===== config.mk =====
export PLATFORM = sky130hd
export DESIGN_NAME = expand3_layer_ctrl_flat
export DESIGN_NICKNAME = d
export VERILOG_FILES = /design/src/rtl/expand3_layer_ctrl_if.sv /design/src/rtl/expand3_layer_ctrl.sv /design/src/flat_wrapper.sv
export SDC_FILE = /design/constraint.sdc
export NUM_CORES = 1
export LEC_CHECK = 0
export BUFFER_PORTS_ARGS = -buffer_cell sky130_fd_sc_hd__buf_4
export CAP_MARGIN = 20
export CORE_AREA = 5 5 90 108
export CTS_BUF_LIST = sky130_fd_sc_hd__clkbuf_16
export DETAILED_ROUTE_END_ITERATION = 8
export DIE_AREA = 0 0 95 113
export MAX_ROUTING_LAYER = met4
export PLACE_DENSITY = 0.6
export SLEW_MARGIN = 0
export SYNTH_ARGS = -nofsm -noshare
export SYNTH_HDL_FRONTEND = slang
export SYNTH_SLANG_ARGS = --single-unit

===== constraint.sdc =====
create_clock -name clk -period 12.97 [get_ports clk]
set_input_delay 1.297 -clock clk [delete_from_list [all_inputs] [get_ports clk]]
set_output_delay 1.297 -clock clk [all_outputs]
set_load 0.05 [all_outputs]

===== src/rtl/expand3_layer_ctrl_if.sv =====
// Handshake and RAM-addressing bundle between the layer controller and its datapath.
// master is the controller side; slave is the datapath/environment side.
interface expand3_layer_ctrl_if #(
  parameter int WOUT = 16,
  parameter int CHIN = 64
);
  localparam int AW = $clog2(WOUT * WOUT * CHIN);
  localparam int OW = $clog2(WOUT * WOUT);

  logic          start;
  logic          hold;
  logic          layer_sample;
  logic          ram_feedback;
  logic [AW-1:0] ifm_rd_addr;
  logic          ifm_rd_en;
  logic          pad_zero;
  logic          layer_en;
  logic          ofm_wr_en;
  logic [OW-1:0] ofm_wr_addr;
  logic          busy;
  logic          done;

  modport master (
    input  start, hold, layer_sample, ram_feedback,
    output ifm_rd_addr, ifm_rd_en, pad_zero, layer_en,
    output ofm_wr_en, ofm_wr_addr, busy, done
  );

  modport slave (
    output start, hold, layer_sample, ram_feedback,
    input  ifm_rd_addr, ifm_rd_en, pad_zero, layer_en,
    input  ofm_wr_en, ofm_wr_addr, busy, done
  );
endinterface


===== src/rtl/expand3_layer_ctrl.sv =====
// Sequencer for a padded KxK convolution layer: walks output pixels and kernel taps,
// generates input-feature read addresses with zero padding, and logs output writes.
module expand3_layer_ctrl #(
  parameter int WOUT       = 16,
  parameter int CHIN       = 64,
  parameter int KERNEL_DIM = 3,
  parameter int TAPS       = KERNEL_DIM * KERNEL_DIM * CHIN
) (
  input  logic                  clk,
  input  logic                  rst,
  expand3_layer_ctrl_if.master  bus
);
  localparam int NPIX = WOUT * WOUT;
  localparam int AW   = $clog2(WOUT * WOUT * CHIN);
  localparam int OW   = $clog2(NPIX);
  localparam int SW   = $clog2(NPIX + 1);
  localparam int TW   = (TAPS > 1) ? $clog2(TAPS) : 1;
  localparam int CW   = (CHIN > 1) ? $clog2(CHIN) : 1;
  localparam int KW   = (KERNEL_DIM > 1) ? $clog2(KERNEL_DIM) : 1;
  localparam int PW   = (WOUT > 1) ? $clog2(WOUT) : 1;

  typedef enum logic [1:0] {IDLE, RUN, DRAIN, DONE} state_t;

  state_t        state_q, state_d;
  logic [TW-1:0] tap_q, tap_d;
  logic [CW-1:0] c_q, c_d;
  logic [KW-1:0] kx_q, kx_d;
  logic [KW-1:0] ky_q, ky_d;
  logic [PW-1:0] ox_q, ox_d;
  logic [PW-1:0] oy_q, oy_d;
  logic [SW-1:0] smp_q, smp_d;
  logic          fb_q, fb_d;
  logic          wr_en_q, wr_en_d;
  logic [OW-1:0] wr_addr_q, wr_addr_d;
  logic [AW-1:0] addr_q, addr_d;
  logic          pad_q, pad_d;
  logic [31:0]   iy_sum, ix_sum, addr_full;
  logic          active;

  assign active = (state_q == RUN) || (state_q == DRAIN);

  always_comb begin
    state_d   = state_q;
    tap_d     = tap_q;
    c_d       = c_q;
    kx_d      = kx_q;
    ky_d      = ky_q;
    ox_d      = ox_q;
    oy_d      = oy_q;
    smp_d     = smp_q;
    fb_d      = fb_q;
    wr_en_d   = 1'b0;
    wr_addr_d = wr_addr_q;
    pad_d     = 1'b0;
    addr_d    = '0;
    iy_sum    = '0;
    ix_sum    = '0;
    addr_full = '0;

    // Each accepted sample is written one cycle later at the running sample index.
    if (active && bus.layer_sample && (smp_q < SW'(NPIX))) begin
      wr_en_d   = 1'b1;
      wr_addr_d = OW'(smp_q);
      smp_d     = smp_q + SW'(1);
    end
    if (active && bus.ram_feedback) begin
      fb_d = 1'b1;
    end

    unique case (state_q)
      IDLE: begin
        if (bus.start) begin
          state_d = RUN;
          tap_d   = '0;
          c_d     = '0;
          kx_d    = '0;
          ky_d    = '0;
          ox_d    = '0;
          oy_d    = '0;
          smp_d   = '0;
          fb_d    = 1'b0;
        end
      end
      RUN: begin
        if (!bus.hold) begin
          if (tap_q == TW'(TAPS - 1)) begin
            tap_d = '0;
            c_d   = '0;
            kx_d  = '0;
            ky_d  = '0;
            if (ox_q == PW'(WOUT - 1)) begin
              ox_d = '0;
              if (oy_q == PW'(WOUT - 1)) begin
                oy_d    = '0;
                state_d = DRAIN;
              end else begin
                oy_d = oy_q + PW'(1);
              end
            end else begin
              ox_d = ox_q + PW'(1);
            end
          end else begin
            tap_d = tap_q + TW'(1);
            if (c_q == CW'(CHIN - 1)) begin
              c_d = '0;
              if (kx_q == KW'(KERNEL_DIM - 1)) begin
                kx_d = '0;
                ky_d = ky_q + KW'(1);
              end else begin
                kx_d = kx_q + KW'(1);
              end
            end else begin
              c_d = c_q + CW'(1);
            end
          end
        end
      end
      DRAIN: begin
        if (smp_d == SW'(NPIX)) begin
          state_d = DONE;
        end
      end
      DONE: begin
        if (bus.ram_feedback || fb_q) begin
          state_d = IDLE;
          fb_d    = 1'b0;
        end
      end
      default: state_d = IDLE;
    endcase

    // Address/pad are precomputed from the next tap so they line up with the read strobe.
    // iy_sum/ix_sum carry the +1 bias of the kernel offset so the math stays unsigned.
    if (state_d == RUN) begin
      iy_sum = 32'(oy_d) + 32'(ky_d);
      ix_sum = 32'(ox_d) + 32'(kx_d);
      if ((iy_sum == 32'd0) || (iy_sum > 32'(WOUT)) ||
          (ix_sum == 32'd0) || (ix_sum > 32'(WOUT))) begin
        pad_d = 1'b1;
      end else begin
        addr_full = ((iy_sum - 32'd1) * 32'(WOUT) + (ix_sum - 32'd1)) * 32'(CHIN)
                    + 32'(c_d);
        addr_d    = AW'(addr_full);
      end
    end
  end

  always_ff @(posedge clk or posedge rst) begin
    if (rst) begin
      state_q   <= IDLE;
      tap_q     <= '0;
      c_q       <= '0;
      kx_q      <= '0;
      ky_q      <= '0;
      ox_q      <= '0;
      oy_q      <= '0;
      smp_q     <= '0;
      fb_q      <= 1'b0;
      wr_en_q   <= 1'b0;
      wr_addr_q <= '0;
      addr_q    <= '0;
      pad_q     <= 1'b0;
    end else begin
      state_q   <= state_d;
      tap_q     <= tap_d;
      c_q       <= c_d;
      kx_q      <= kx_d;
      ky_q      <= ky_d;
      ox_q      <= ox_d;
      oy_q      <= oy_d;
      smp_q     <= smp_d;
      fb_q      <= fb_d;
      wr_en_q   <= wr_en_d;
      wr_addr_q <= wr_addr_d;
      addr_q    <= addr_d;
      pad_q     <= pad_d;
    end
  end

  // Strobes follow hold in the same cycle; everything else comes straight from flops.
  assign bus.ifm_rd_en   = (state_q == RUN) && !bus.hold;
  assign bus.layer_en    = (state_q == RUN) && !bus.hold;
  assign bus.ifm_rd_addr = addr_q;
  assign bus.pad_zero    = pad_q;
  assign bus.ofm_wr_en   = wr_en_q;
  assign bus.ofm_wr_addr = wr_addr_q;
  assign bus.busy        = (state_q != IDLE);
  assign bus.done        = (state_q == DONE);
endmodule


===== src/flat_wrapper.sv =====
// flat-port wrapper written by rule: the top's interface ports become plain ports
module expand3_layer_ctrl_flat 
#(
  parameter int WOUT       = 16,
  parameter int CHIN       = 64,
  parameter int KERNEL_DIM = 3,
  parameter int TAPS       = KERNEL_DIM * KERNEL_DIM * CHIN
)
  (clk, rst, bus_start, bus_hold, bus_layer_sample, bus_ram_feedback, bus_ifm_rd_addr, bus_ifm_rd_en, bus_pad_zero, bus_layer_en, bus_ofm_wr_en, bus_ofm_wr_addr, bus_busy, bus_done);
  expand3_layer_ctrl_if #(.WOUT(WOUT), .CHIN(CHIN)) bus_i ();
  input  logic clk;
  input  logic rst;
  input wire logic [$bits(bus_i.start)-1:0] bus_start;
  input wire logic [$bits(bus_i.hold)-1:0] bus_hold;
  input wire logic [$bits(bus_i.layer_sample)-1:0] bus_layer_sample;
  input wire logic [$bits(bus_i.ram_feedback)-1:0] bus_ram_feedback;
  output wire logic [$bits(bus_i.ifm_rd_addr)-1:0] bus_ifm_rd_addr;
  output wire logic [$bits(bus_i.ifm_rd_en)-1:0] bus_ifm_rd_en;
  output wire logic [$bits(bus_i.pad_zero)-1:0] bus_pad_zero;
  output wire logic [$bits(bus_i.layer_en)-1:0] bus_layer_en;
  output wire logic [$bits(bus_i.ofm_wr_en)-1:0] bus_ofm_wr_en;
  output wire logic [$bits(bus_i.ofm_wr_addr)-1:0] bus_ofm_wr_addr;
  output wire logic [$bits(bus_i.busy)-1:0] bus_busy;
  output wire logic [$bits(bus_i.done)-1:0] bus_done;
  assign bus_i.start = bus_start;
  assign bus_i.hold = bus_hold;
  assign bus_i.layer_sample = bus_layer_sample;
  assign bus_i.ram_feedback = bus_ram_feedback;
  assign bus_ifm_rd_addr = bus_i.ifm_rd_addr;
  assign bus_ifm_rd_en = bus_i.ifm_rd_en;
  assign bus_pad_zero = bus_i.pad_zero;
  assign bus_layer_en = bus_i.layer_en;
  assign bus_ofm_wr_en = bus_i.ofm_wr_en;
  assign bus_ofm_wr_addr = bus_i.ofm_wr_addr;
  assign bus_busy = bus_i.busy;
  assign bus_done = bus_i.done;
  expand3_layer_ctrl #(.WOUT(WOUT), .CHIN(CHIN), .KERNEL_DIM(KERNEL_DIM), .TAPS(TAPS)) u_core (.clk(clk), .rst(rst), .bus(bus_i));
endmodule

; Word level (Yosys, flattened, before mapping)
; Index checks and enable logic that the tools add are counted.
[classes]
reduce_logical = 16
eq_ne = 12
addsub = 13
n_mux = 52
order_cmp = 3
[op_table]
columns = cell, n
row1 = zero test 32 bit, 2
row2 = two-way mux 4 bit, 9
row3 = two-way mux 2 bit, 17
row4 = greater-than comparator 32 x 5 -> 1 bit (second input constant), 1
row5 = two-way mux 10 bit, 3
row6 = two-way mux 14 bit, 2
row7 = two-way mux 9 bit, 3
row8 = two-way mux 6 bit, 4
row9 = one-hot mux 10 bit (2 select lines), 1
row10 = one-hot mux 4 bit (2 select lines), 2
row11 = adder 14 x 6 -> 14 bit, 1
row12 = one-hot mux 6 bit (2 select lines), 1
row13 = adder 10 x 1 -> 10 bit (second input constant), 1
row14 = adder 4 x 2 -> 5 bit, 2
row15 = == test 10 bit (second input constant), 1
row16 = adder 9 x 1 -> 9 bit (second input constant), 1
row17 = == test 9 bit (second input constant), 1
row18 = < comparator 9 bit (second input constant), 1
row19 = adder 4 x 1 -> 4 bit (second input constant), 2
row20 = adder 8 bit, 1
row21 = == test 4 bit (second input constant), 2
row22 = one-hot mux 2 bit (2 select lines), 2
row23 = one-hot mux 2 bit (4 select lines), 1
row24 = subtractor 8 x 1 -> 8 bit (second input constant), 1
row25 = 16 further kinds, 34
[word_totals]
in_bits = 6
reg_bits = 64
wordCells = 109
output_inout_bits = 28

; Depth between registers and ports, before layout
; Gate-level depths: netlist of the first run.
[depth]
depth_word = 13
ltp_mapped = 23
depth_no_buf = 23

; Worst setup path after synthesis of the first run
; Ideal clock, no wire load.
[synth_timing]
path_kind = in2reg
start = in bus_hold
end = reg u_core.addr_q[13], in the netlist u_core.bus.ifm_rd_addr[13]
t_required_ns = 12.901
setup_slack_ns = 8.019
path_buffers = 0
setup_ns = 0.069
arrival_time_ns = 4.881
cell_stages = 19
path_cell_list = nand2b_1 > inv_1 > o31a_1 > nand2_1 > nand2_1 > mux2_2 > ha_1 > inv_1 > fa_1 > xnor2_1 > inv_1 > fa_1 > a21oi_1 > o211ai_1 > a21oi_1 > xnor2_1 > xnor2_1 > xnor3_1 > nor2_2
[synth_via]
word_cells_on_any_way = 28
cone_classes = add/sub (6) / order compare (2) / eq/ne (1) / mux (14) / reduce/logical (5)
[synth_lines]
columns = item, line_no
row1 = start: declaration, flat_wrapper.sv:14  ; input wire logic [$bits(bus_i.hold)-1:0] bus_hold;
row2 = two-way mux 2 bit *, expand3_layer_ctrl.sv:85  ; if (!bus.hold) begin
row3 = one-hot mux 2 bit (2 select lines) *, expand3_layer_ctrl.sv:70  ; unique case (state_q)
row4 = via u_core.kx_d[0], expand3_layer_ctrl.sv:27  ; logic [KW-1:0] kx_q, kx_d;
row5 = adder 4 x 2 -> 5 bit *, expand3_layer_ctrl.sv:136  ; ix_sum = 32'(ox_d) + 32'(kx_d);
row6 = subtractor 8 x 1 -> 8 bit / zero test 32 bit (equally long branches), "expand3_layer_ctrl.sv:141, expand3_layer_ctrl.sv:138"
row7 = adder 8 bit / logical OR 1 bit (equally long branches), "expand3_layer_ctrl.sv:141, expand3_layer_ctrl.sv:137"
row8 = adder 14 x 6 -> 14 bit / logical OR 1 bit (equally long branches), "expand3_layer_ctrl.sv:142, expand3_layer_ctrl.sv:138"
row9 = two-way mux 14 bit *, expand3_layer_ctrl.sv:137  ; if ((iy_sum == 32'd0) || (iy_sum > 32'(WOUT)) ||
row10 = two-way mux 14 bit *, expand3_layer_ctrl.sv:134  ; if (state_d == RUN) begin
row11 = via u_core.addr_d[13], expand3_layer_ctrl.sv:35  ; logic [AW-1:0] addr_q, addr_d;
row12 = end signal: assignment, expand3_layer_ctrl.sv:175  ; addr_q <= addr_d;
row13 = end: declaration, expand3_layer_ctrl.sv:35
; Mark *: on every way through the listed nets, which the timed path passes. The rest lies on a longest branch.
; A chain may end at the register's enable or synchronous reset.

; Worst setup path in the final report of the first run
[layout_timing]
start = in bus_hold
end = reg u_core.addr_q[13], in the netlist u_core.bus.ifm_rd_addr[13]
[layout_via]
word_cells_on_any_way = 28
cone_classes = add/sub (6) / order compare (2) / eq/ne (1) / mux (14) / reduce/logical (5)
[layout_lines]
columns = item, line_no
row1 = two-way mux 4 bit *, expand3_layer_ctrl.sv:85
row2 = one-hot mux 4 bit (2 select lines) *, expand3_layer_ctrl.sv:70
row3 = via u_core.ox_d[0], expand3_layer_ctrl.sv:29  ; logic [PW-1:0] ox_q, ox_d;
row4 = adder 4 x 2 -> 5 bit *, expand3_layer_ctrl.sv:136
row5 = subtractor 8 x 1 -> 8 bit / zero test 32 bit (equally long branches), "expand3_layer_ctrl.sv:141, expand3_layer_ctrl.sv:138"
row6 = adder 8 bit / logical OR 1 bit (equally long branches), "expand3_layer_ctrl.sv:141, expand3_layer_ctrl.sv:137"
row7 = adder 14 x 6 -> 14 bit / logical OR 1 bit (equally long branches), "expand3_layer_ctrl.sv:142, expand3_layer_ctrl.sv:138"
row8 = two-way mux 14 bit *, expand3_layer_ctrl.sv:137
row9 = two-way mux 14 bit *, expand3_layer_ctrl.sv:134
row10 = via u_core.addr_d[13], expand3_layer_ctrl.sv:35
; Marked as above.

==> run_results.csv, run 1 <==
group,metric,value,unit
status,status,"finished, final reports clean",
global_route,antenna_found_initial,0,
global_route,grt_usage,0.173,
sta,max_slew_margin,0.472,
yosys,synth_seq_cells,64,
placed_design,place.gp.congestion,0.908,
sta,fin_crit_sh,0.385,
setup_path,required,13.23,ns
placed_design,portBuffers,33,
placed_design,dp_hpwl,5840,um
setup_path,worstSetupEndpointType,"register",
detailed_routing,wire_per_inst,14.4,um
setup_path,start_kind,"input pin",
global_route,grt_pass1_vias,2978,
yosys,synth.yosys.seq_area_share,0.428,
yosys,syn_area,0.00375,mm2
yosys,synth_top_family_by_area,"simple AND/OR/NAND/NOR gates",
cts,numClockSinks,64,
yosys,synthSimpleGateAreaFrac,0.218,
setup_path,critical_path_class,"input pin to register",
setup_path,cp.arrival,5.26,ns
layout,nFillCells,824,
yosys,synth_top_cell_area_share,0.428,
detailed_routing,vias,2921,
cts,cts_root_buffer,"clkbuf_16",
sta,rsz0062_at_grt,"false",
die,die-width,95,um
layout,antenna_cells,0,
layout,layout_common_cells,"nand2_1, dfrtp_1, buf_4",
layout,seqCellArea,0.00160,mm2
setup_path,r2r-start,"u_core.state_q[1]",
sta,skew,0.00414,ns
detailed_routing,routed_via_density,5.27,
cts,path_clk_slew,0.06,ns
min_path,holdPathStages,2,
layout,syn_to_final_growth,17.6,%
sta,tightest_slew,0.792,ns
die,core-area,0.00852,mm2
yosys,synth_xor_area_frac,0.0691,
sta,fmax,200,MHz
cts,cts_resized,0,
layout,multi_input_area,0.00199,mm2
die,rows,37,
cts,cts.path.max_buffers,2,
flow_run,max_cap_viol_count,0,
yosys,synthCells,395,
detailed_routing,antenna_left,0,
pwr,power_leakage,2.16,nW
die,io_pins,34,
yosys,synth_top_area_cell,"dfrtp_1",
detailed_routing,drt_wl_total,7980,um
yosys,synth_area_per_cell,9.48,um2
sta,finalMaxSlewViolations,0,
setup_path,startpoint,"bus_hold",
layout,fin_nets,464,
yosys,synth_adder_area_share,0.0929,
sta,setup_viol,0,
layout,drive_gt1_frac,0.169,
cts,h-tree-depth,3,
detailed_routing,firstDrtPassIters,4,
cts,cts_buffers,9,
global_route,grt_max_degree,65,
die,die-area,0.0107,mm2
min_path,hold_path_startpoint,"u_core.bus.ofm_wr_addr[7]",
yosys,ys_warn_count,0,
cts,cts_tree,"built",
sta,fin_crit,4.99,ns
global_route,overflow,0,
global_route,grt_pass1_wl,14200,um
yosys,synthArstFlopShare,1.00,
setup_path,reg2regPathDepth,21,
sta,fin_hold_ws,0.472,ns
pwr,vdd_drop_max,0.0000714,V
pwr,total_power,0.000716,W
yosys,synth_mux_area_frac,0.0167,
setup_path,cp_max_fo,12,
yosys,synth_compound_area_frac,0.134,
cts,holdBufCountCts,0,
yosys,synth_flop_cell,"dfrtp_1",
cts,cts_setup_buffers,0,
sta,final.setup.tns,0,ns
pwr,powerDensity,162,mW/mm2
yosys,synth_edf_count,0,
min_path,hold_class,"register to register",
yosys,yosys-top-cells-area,"dfrtp_1, ha_1, nand2_1",
detailed_routing,drt-initial-drc-count,165,
sta,finalHoldViolCount,0,
cts,clock_latency,0.34,ns
yosys,synth_cell_types,60,
die,dieHeight,113,um
detailed_routing,drc,0,
yosys,syn-num-nets,427,
die,start_util,0.440,
-- through the flow --
| step | cells | worst slack (ns) | util | area, um2 |
|---|---|---|---|---|
| global placement | 538 | 7.75 | 0.482 | 4110 |
| CTS | 554 | 7.98 | 0.517 | 4410 |
| floorplan | 395 | 8.02 | - | 3750 |
| detailed placement | 538 | 7.63 | 0.482 | 4110 |
| finish | 554 | 7.98 | 0.517 | 4410 |
| global route | 554 | 7.54 | 0.517 | 4410 |
-- area by class of cell --
cell class                 instances  area share
inverter                          29      0.0247
tap                              117      0.0332
multi-input combinational        293       0.451
clock inverter                     7      0.0165
clock buffer                       9      0.0511
timing repair buffer              35      0.0596
sequential                        64       0.363
-- worst max-delay path: stages --
cell	delay, ns
buf_4	0.16
nor4_1	0.60
nand3_1	0.14
o21ai_0	0.10
nand2_1	0.06
o21ai_0	0.16
ha_1	0.23
inv_1	0.06
fa_1	0.43
xnor2_1	0.27
inv_1	0.13
fa_1	0.47
a21oi_1	0.22
o211ai_1	0.12
a21oi_1	0.18
xnor2_1	0.15
xnor2_1	0.14
xnor3_1	0.24
nor2_2	0.08
-- metal layers --
layer / global-route usage / vias to the layer above / wire (um)
li1: - / 1434 / -
met3: 0.0412 / 17 / 313
met2: 0.272 / 53 / 3910
met1: 0.209 / 1417 / 3550
met4: 0.0799 / 0 / 207
met5: - / - / 0
-- flip-flops by register name, summed over array words and instances, names as in the netlist --
| signal | count |
|---|---|
| u_core.smp_q | 9 |
| u_core.c_q | 6 |
| u_core.tap_q | 10 |
| u_core.kx_q | 2 |
| u_core.ox_q | 4 |
| u_core.ky_q | 2 |
| u_core.bus.ofm_wr_addr | 8 |
| u_core.oy_q | 4 |
| u_core.bus.ofm_wr_en | 1 |
| u_core.fb_q | 1 |
| u_core.bus.ifm_rd_addr | 14 |
| u_core.state_q | 2 |
| u_core.bus.pad_zero | 1 |
-- final timing paths --
path | endpoint | slack, ns
max | u_core.bus.ifm_rd_addr[13] | 7.98
min | u_core.bus.ofm_wr_addr[7] | 0.47
max reg2reg | u_core.bus.ifm_rd_addr[13] | 8.11
min reg2reg | u_core.bus.ofm_wr_addr[7] | 0.47
max in group asynchronous | u_core.state_q[0] | 11.27
min in group asynchronous | u_core.bus.ifm_rd_addr[5] | 1.20
-- synthesized netlist by cell type, types with 3 or more instances --
cell type / instances
dfrtp_1: 64
nand2_1: 64
inv_1: 29
nor2_1: 24
ha_1: 23
o21ai_0: 17
a21oi_1: 15
xnor2_1: 14
xor2_1: 13
nand3_1: 10
nor2_2: 8
a21o_1: 7
clkbuf_1: 6
nand4_1: 6
o31ai_1: 6
or2_2: 5
and2b_1: 4
and3_1: 4
mux2i_1: 4
nand2b_1: 4
nor2b_1: 4
or3_1: 4
a31oi_1: 3
and2_1: 3
fa_1: 3
nand4b_1: 3
nor3_1: 3
nor4_1: 3
-- cell families (layout without fill, tap and decap cells) --
logic type | after synthesis | count (layout)
and+or+nand+nor | 161 | 161
AOI/OAI and AO/OA | 72 | 72
DFF | 64 | 64
buffers and inverters | 38 | 80
xor gates and xnor gates | 28 | 28
adders and majority gates | 26 | 26
muxes | 6 | 6
-- report_power, final --
part,switching [W],internal (W)
registers,0.0000211,0.000221
clock network,0.0000918,0.000148
logic,0.000154,0.0000795
(Power assumes the default switching activity.)
==> inputs of run 2 (changes only) <==
- PLACE_DENSITY: 0.6 -> 0.62
- clock period: 12.97 -> 4.5 ns (I/O delays scaled with it)
==> run_results.csv, run 2 (synthesis results as in run 1) <==
group,metric,value,unit
status,status,"finished, final reports clean",
sta,fin_hold_ws,0.309,ns
sta,fin_crit_sh,0.953,
layout,largest_reg_flops,14,
detailed_routing,routed_via_density,5.24,
sta,fin_crit,4.29,ns
detailed_routing,drt-initial-drc-count,111,
global_route,antenna_found_initial,0,
placed_design,place.gp.congestion,0.882,
setup_path,worstSetupEndpointType,"register",
flow_run,max_cap_viol_count,0,
setup_path,cpMostUsedCell,"or3_4",
placed_design,dp_hpwl,6130,um
layout,drive_gt1_frac,0.272,
setup_path,worst-path-buf-inv,2,
setup_path,crit_path_cell_trace,"or3_4, or3_4, or3_4, buf_4, a21oi_1, o21ai_2, ha_2, inv_2, fa_2, ha_4, ha_4, nand2_1, o211ai_1, a21oi_2, xnor2_1, xnor2_1, xnor3_1, nor2_2",
cts,path_clk_slew,0.05,ns
detailed_routing,vias,3058,
pwr,power_leakage,2.35,nW
die,rows,37,
detailed_routing,drt_wl_total,8430,um
setup_path,critical_path_class,"register to register",
die,die-width,95,um
global_route,grt_max_degree,44,
cts,cts.path.max_buffers,2,
cts,numClockSinks,64,
setup_path,cp.arrival,4.56,ns
setup_path,start_kind,"register",
setup_path,cp_max_fo,3,
sta,setup_viol,0,
die,die-area,0.0107,mm2
cts,cts_tree,"built",
layout,antenna_cells,0,
sta,max_slew_margin,0.410,
setup_path,cpPeakStageDelay,0.47,ns
detailed_routing,firstDrtPassIters,4,
placed_design,portBuffers,33,
layout,final_common_cell,"buf_4",
global_route,overflow,0,
die,dieHeight,113,um
sta,fmax,233,MHz
min_path,hold_class,"input pin to async pin",
detailed_routing,wire_per_inst,14.4,um
global_route,grt_pass1_wl,14300,um
sta,skew,0.00639,ns
setup_path,crit_slowest_cell,"fa_2",
sta,tightest_slew,0.883,ns
setup_path,required,4.77,ns
cts,cts_root_buffer,"clkbuf_16",
layout,layout_common_cells,"buf_4, nand2_1, dfrtp_1",
setup_path,critical_path.top_delay_family,"simple AND/OR/NAND/NOR gates",
die,io_pins,34,
cts,clock_latency,0.34,ns
detailed_routing,antenna_left,0,
cts,cts_buffers,9,
layout,fin_nets,494,
pwr,powerDensity,477,mW/mm2
sta,finalMaxSlewViolations,0,
detailed_routing,drc,0,
pwr,vdd_drop_max,0.000217,V
sta,rsz0062_at_grt,"true",
global_route,grt_pass1_vias,3080,
die,start_util,0.440,
sta,final.setup.tns,0,ns
die,core-area,0.00852,mm2
sta,finalHoldViolCount,0,
cts,holdBufCountCts,0,
global_route,grt_usage,0.177,
cts,h-tree-depth,3,
layout,syn_to_final_growth,28.6,%
run 2: stage by stage:
stage          setup slack (ns)  power [W]  instances  cell area, um2   util
2_1_floorplan            0.0611    0.00120        395            3750      -
3_3_place_gp             0.0389    0.00146        565            4310  0.506
3_5_place_dp            -0.0814    0.00147        565            4310  0.506
4_1_cts                  0.0143    0.00228        582            4670  0.548
5_1_grt                 -0.0317    0.00243        584            4820  0.566
6_report                  0.210    0.00230        584            4820  0.566
run 2: metal layers:
layer,track usage,vias to the layer above,wire (um)
met4,0.0924,0,250
li1,-,1503,-
met1,0.210,1468,3710
met3,0.0346,24,289
met5,-,-,0
met2,0.281,63,4180
run 2: layout make-up:
class                           count  area, um2
Clock buffer                        9        225
Clock inverter                      7        119
Fill cell                         773       3700
Inverter                           29        109
Multi-Input combinational cell    293       2130
Sequential cell                    64       1600
Tap cell                          117        146
Timing Repair Buffer               65        488
run 2: final timing paths:
kind / start / endpoint / slack (ns) / depth (start not counted)
max: u_core.tap_q[6] / u_core.bus.ifm_rd_addr[13] / 0.21 / 18
min: rst / u_core.bus.ofm_wr_addr[1] / 0.31 / 2
max reg2reg: u_core.tap_q[6] / u_core.bus.ifm_rd_addr[13] / 0.21 / 18
min reg2reg: u_core.bus.ofm_wr_addr[3] / u_core.bus.ofm_wr_addr[3] / 0.47 / 2
max in group asynchronous: rst / u_core.tap_q[4] / 3.36 / 3
min in group clk: bus_ram_feedback / u_core.fb_q / 0.35 / 3
run 2: timing repair:
action / 4_1_cts / 5_1_grt
gates resized for setup: 3 / 26
setup endpoints to repair: 1 / 13
setup buffers: 1 / 2
pin swaps: 2 / 10
run 2: worst reg2reg max path: stages, from the launching register on:
cell	delay [ns]
dfrtp_1	0.38
or3_4	0.40
or3_4	0.40
or3_4	0.40
buf_4	0.15
a21oi_1	0.17
o21ai_2	0.09
ha_2	0.19
inv_2	0.06
fa_2	0.47
ha_4	0.27
ha_4	0.27
nand2_1	0.05
o211ai_1	0.21
a21oi_2	0.08
xnor2_1	0.19
xnor2_1	0.15
xnor3_1	0.24
nor2_2	0.08
run 2: report_power, final:
part | total [W] | switching, W | internal [W]
registers | 0.000702 | 0.0000648 | 0.000637
logic | 0.000793 | 0.000482 | 0.000310
clock network | 0.000801 | 0.000260 | 0.000541
==> inputs of run 3 (changes only) <==
- CELL_PAD_IN_SITES_DETAIL_PLACEMENT: default -> 1
- CELL_PAD_IN_SITES_GLOBAL_PLACEMENT: default -> 2
- CORE_AREA: 5 5 90 108 -> 5 5 102 123
- DIE_AREA: 0 0 95 113 -> 0 0 107 128
- PLACE_DENSITY: 0.62 -> 0.73
==> run_results.csv, run 3 (synthesis results as in run 1) <==
group,metric,value,unit
status,status,"finished, final reports clean",
cts,cts_buffers,9,
cts,cts_root_buffer,"clkbuf_16",
pwr,seqPwrFrac,0.326,
global_route,grt_pass1_vias,3407,
detailed_routing,drt_wl_total,9960,um
layout,final_util,0.426,
layout,largest_reg_flops,14,
setup_path,crit_path_cell_trace,"or3_4, buf_4, o31a_1, nand2_1, nand2_1, mux2_2, ha_2, inv_1, fa_2, ha_1, fa_2, a21oi_2, o211ai_1, a21oi_2, xnor2_1, xnor2_1, xnor3_1, nor2_2",
sta,setup_viol,0,
layout,nFillCells,1325,
placed_design,dp_hpwl,7550,um
detailed_routing,routed_via_density,5.14,
sta,fin_crit_sh,0.949,
global_route,grt_max_degree,35,
pwr,swShare,0.382,
sta,max_slew_margin,0.556,
detailed_routing,vias,3118,
sta,tightest_slew,0.666,ns
global_route,overflow,0,
layout,fin_cells,607,
min_path,hold_class,"input pin to async pin",
cts,numClockSinks,64,
layout,syn_to_final_growth,28.5,%
layout,final_common_cell,"buf_4",
cts,cts_tree,"built",
detailed_routing,firstDrtPassIters,4,
pwr,clockPowerShare,0.281,
flow_run,max_cap_viol_count,0,
global_route,antenna_found_initial,0,
cts,cts.path.max_buffers,2,
detailed_routing,drc,0,
die,dieHeight,128,um
pwr,p_sw,0.000826,W
setup_path,required,4.76,ns
detailed_routing,wire_per_inst,16.4,um
sta,finalHoldViolCount,0,
sta,fmax,234,MHz
global_route,grt_pass1_wl,16400,um
detailed_routing,antenna_left,0,
pwr,powerDensity,449,mW/mm2
global_route,grt_usage,0.157,
pwr,p_comb_frac,0.393,
detailed_routing,drt-initial-drc-count,113,
layout,antenna_cells,0,
sta,skew,0.00490,ns
setup_path,cpPeakStageDelay,0.46,ns
cts,h-tree-depth,3,
layout,fin_nets,500,
setup_path,cp_max_fo,6,
sta,fin_crit,4.27,ns
die,die-width,107,um
die,core-area,0.0113,mm2
placed_design,place.gp.congestion,0.812,
cts,holdBufCountCts,0,
setup_path,start_kind,"register",
die,die-area,0.0137,mm2
setup_path,reg2regPathDepth,18,
layout,drive_gt1_frac,0.284,
placed_design,dp_cells,586,
cts,path_clk_slew,0.05,ns
die,io_pins,34,
sta,finalMaxSlewViolations,0,
pwr,vdd_drop_max,0.000185,V
setup_path,cp.arrival,4.53,ns
die,rows,43,
setup_path,r2r_slack,0.23,ns
setup_path,worstSetupEndpointType,"register",
placed_design,portBuffers,33,
pwr,power_leakage,2.34,nW
setup_path,critical_path_class,"register to register",
pwr,power.internal,0.00134,W
die,start_util,0.332,
setup_path,crit_slowest_cell,"fa_2",
cts,clock_latency,0.33,ns
layout,layout_common_cells,"buf_4, nand2_1, dfrtp_1",
run 3: stage by stage:
stage,area (um2),worst slack [ns],total power [W],hold WS (ns),setup TNS [ns]
after global placement,4360,-0.00299,0.00151,0.460,-0.00299
after detailed placement,4360,-0.0744,0.00152,0.465,-0.0744
after CTS,4630,0.00956,0.00214,0.254,0
final,4810,0.230,0.00216,0.219,0
after floorplan,3750,0.0611,0.00120,0.458,0
after global routing,4810,-0.0428,0.00230,0.290,-0.0428
run 3: what timing repair did:
| item | in CTS | in global routing |
|---|---|---|
| buffers inserted | 1 | 5 |
| gates cloned | 0 | 0 |
| resized for setup | 4 | 29 |
| endpoints found under the setup margin | 1 | 5 |
| pin swaps | 2 | 15 |
run 3: layout make-up:
type | instances | area [um2] | area share
clock inverters | 6 | 28.8 | 0.00598
repair buffers | 71 | 533 | 0.111
multi-input cells | 293 | 2150 | 0.446
clock buffers | 9 | 225 | 0.0468
inverters | 29 | 109 | 0.0226
flip-flops and latches | 64 | 1600 | 0.333
well taps | 135 | 169 | 0.0351
run 3: final timing paths:
path	from	endpoint
setup / recovery	u_core.tap_q[7]	u_core.bus.ifm_rd_addr[13]
hold / removal	rst	u_core.smp_q[5]
setup reg to reg	u_core.tap_q[7]	u_core.bus.ifm_rd_addr[13]
hold reg to reg	u_core.bus.ofm_wr_addr[1]	u_core.bus.ofm_wr_addr[1]
max in group asynchronous	rst	u_core.oy_q[1]
min in group clk	bus_ram_feedback	u_core.fb_q
run 3: power by group through the flow:
stage	clock network (W)	registers, W	logic, W
6_report	0.000608	0.000704	0.000849
5_1_grt	0.000652	0.000714	0.000936
4_1_cts	0.000626	0.000702	0.000812
3_5_place_dp	0	0.000711	0.000807
3_3_place_gp	0	0.000708	0.000798
2_1_floorplan	0	0.000759	0.000442
run 3: per-layer routing:
metal | GRT usage | wire length, um | share of wire | vias to the layer above
met5 | - | 0 | 0 | -
met4 | 0.0752 | 246 | 0.025 | 0
met3 | 0.0222 | 184 | 0.018 | 17
met2 | 0.275 | 5360 | 0.54 | 37
met1 | 0.174 | 4170 | 0.42 | 1557
li1 | - | - | - | 1507
run 3: worst max-delay path, delay by kind of cell, from the launching register on:
| kind | cells | cell delay, ns |
|---|---|---|
| AO/OA/AOI/OAI | 4 | 0.79 |
| flip-flops | 1 | 0.39 |
| AND/OR/NAND/NOR | 4 | 0.67 |
| adder cells (fa/ha/maj) | 4 | 1.29 |
| XOR/XNOR | 3 | 0.52 |
| multiplexers | 1 | 0.30 |
| buffers and inverters | 2 | 0.25 |
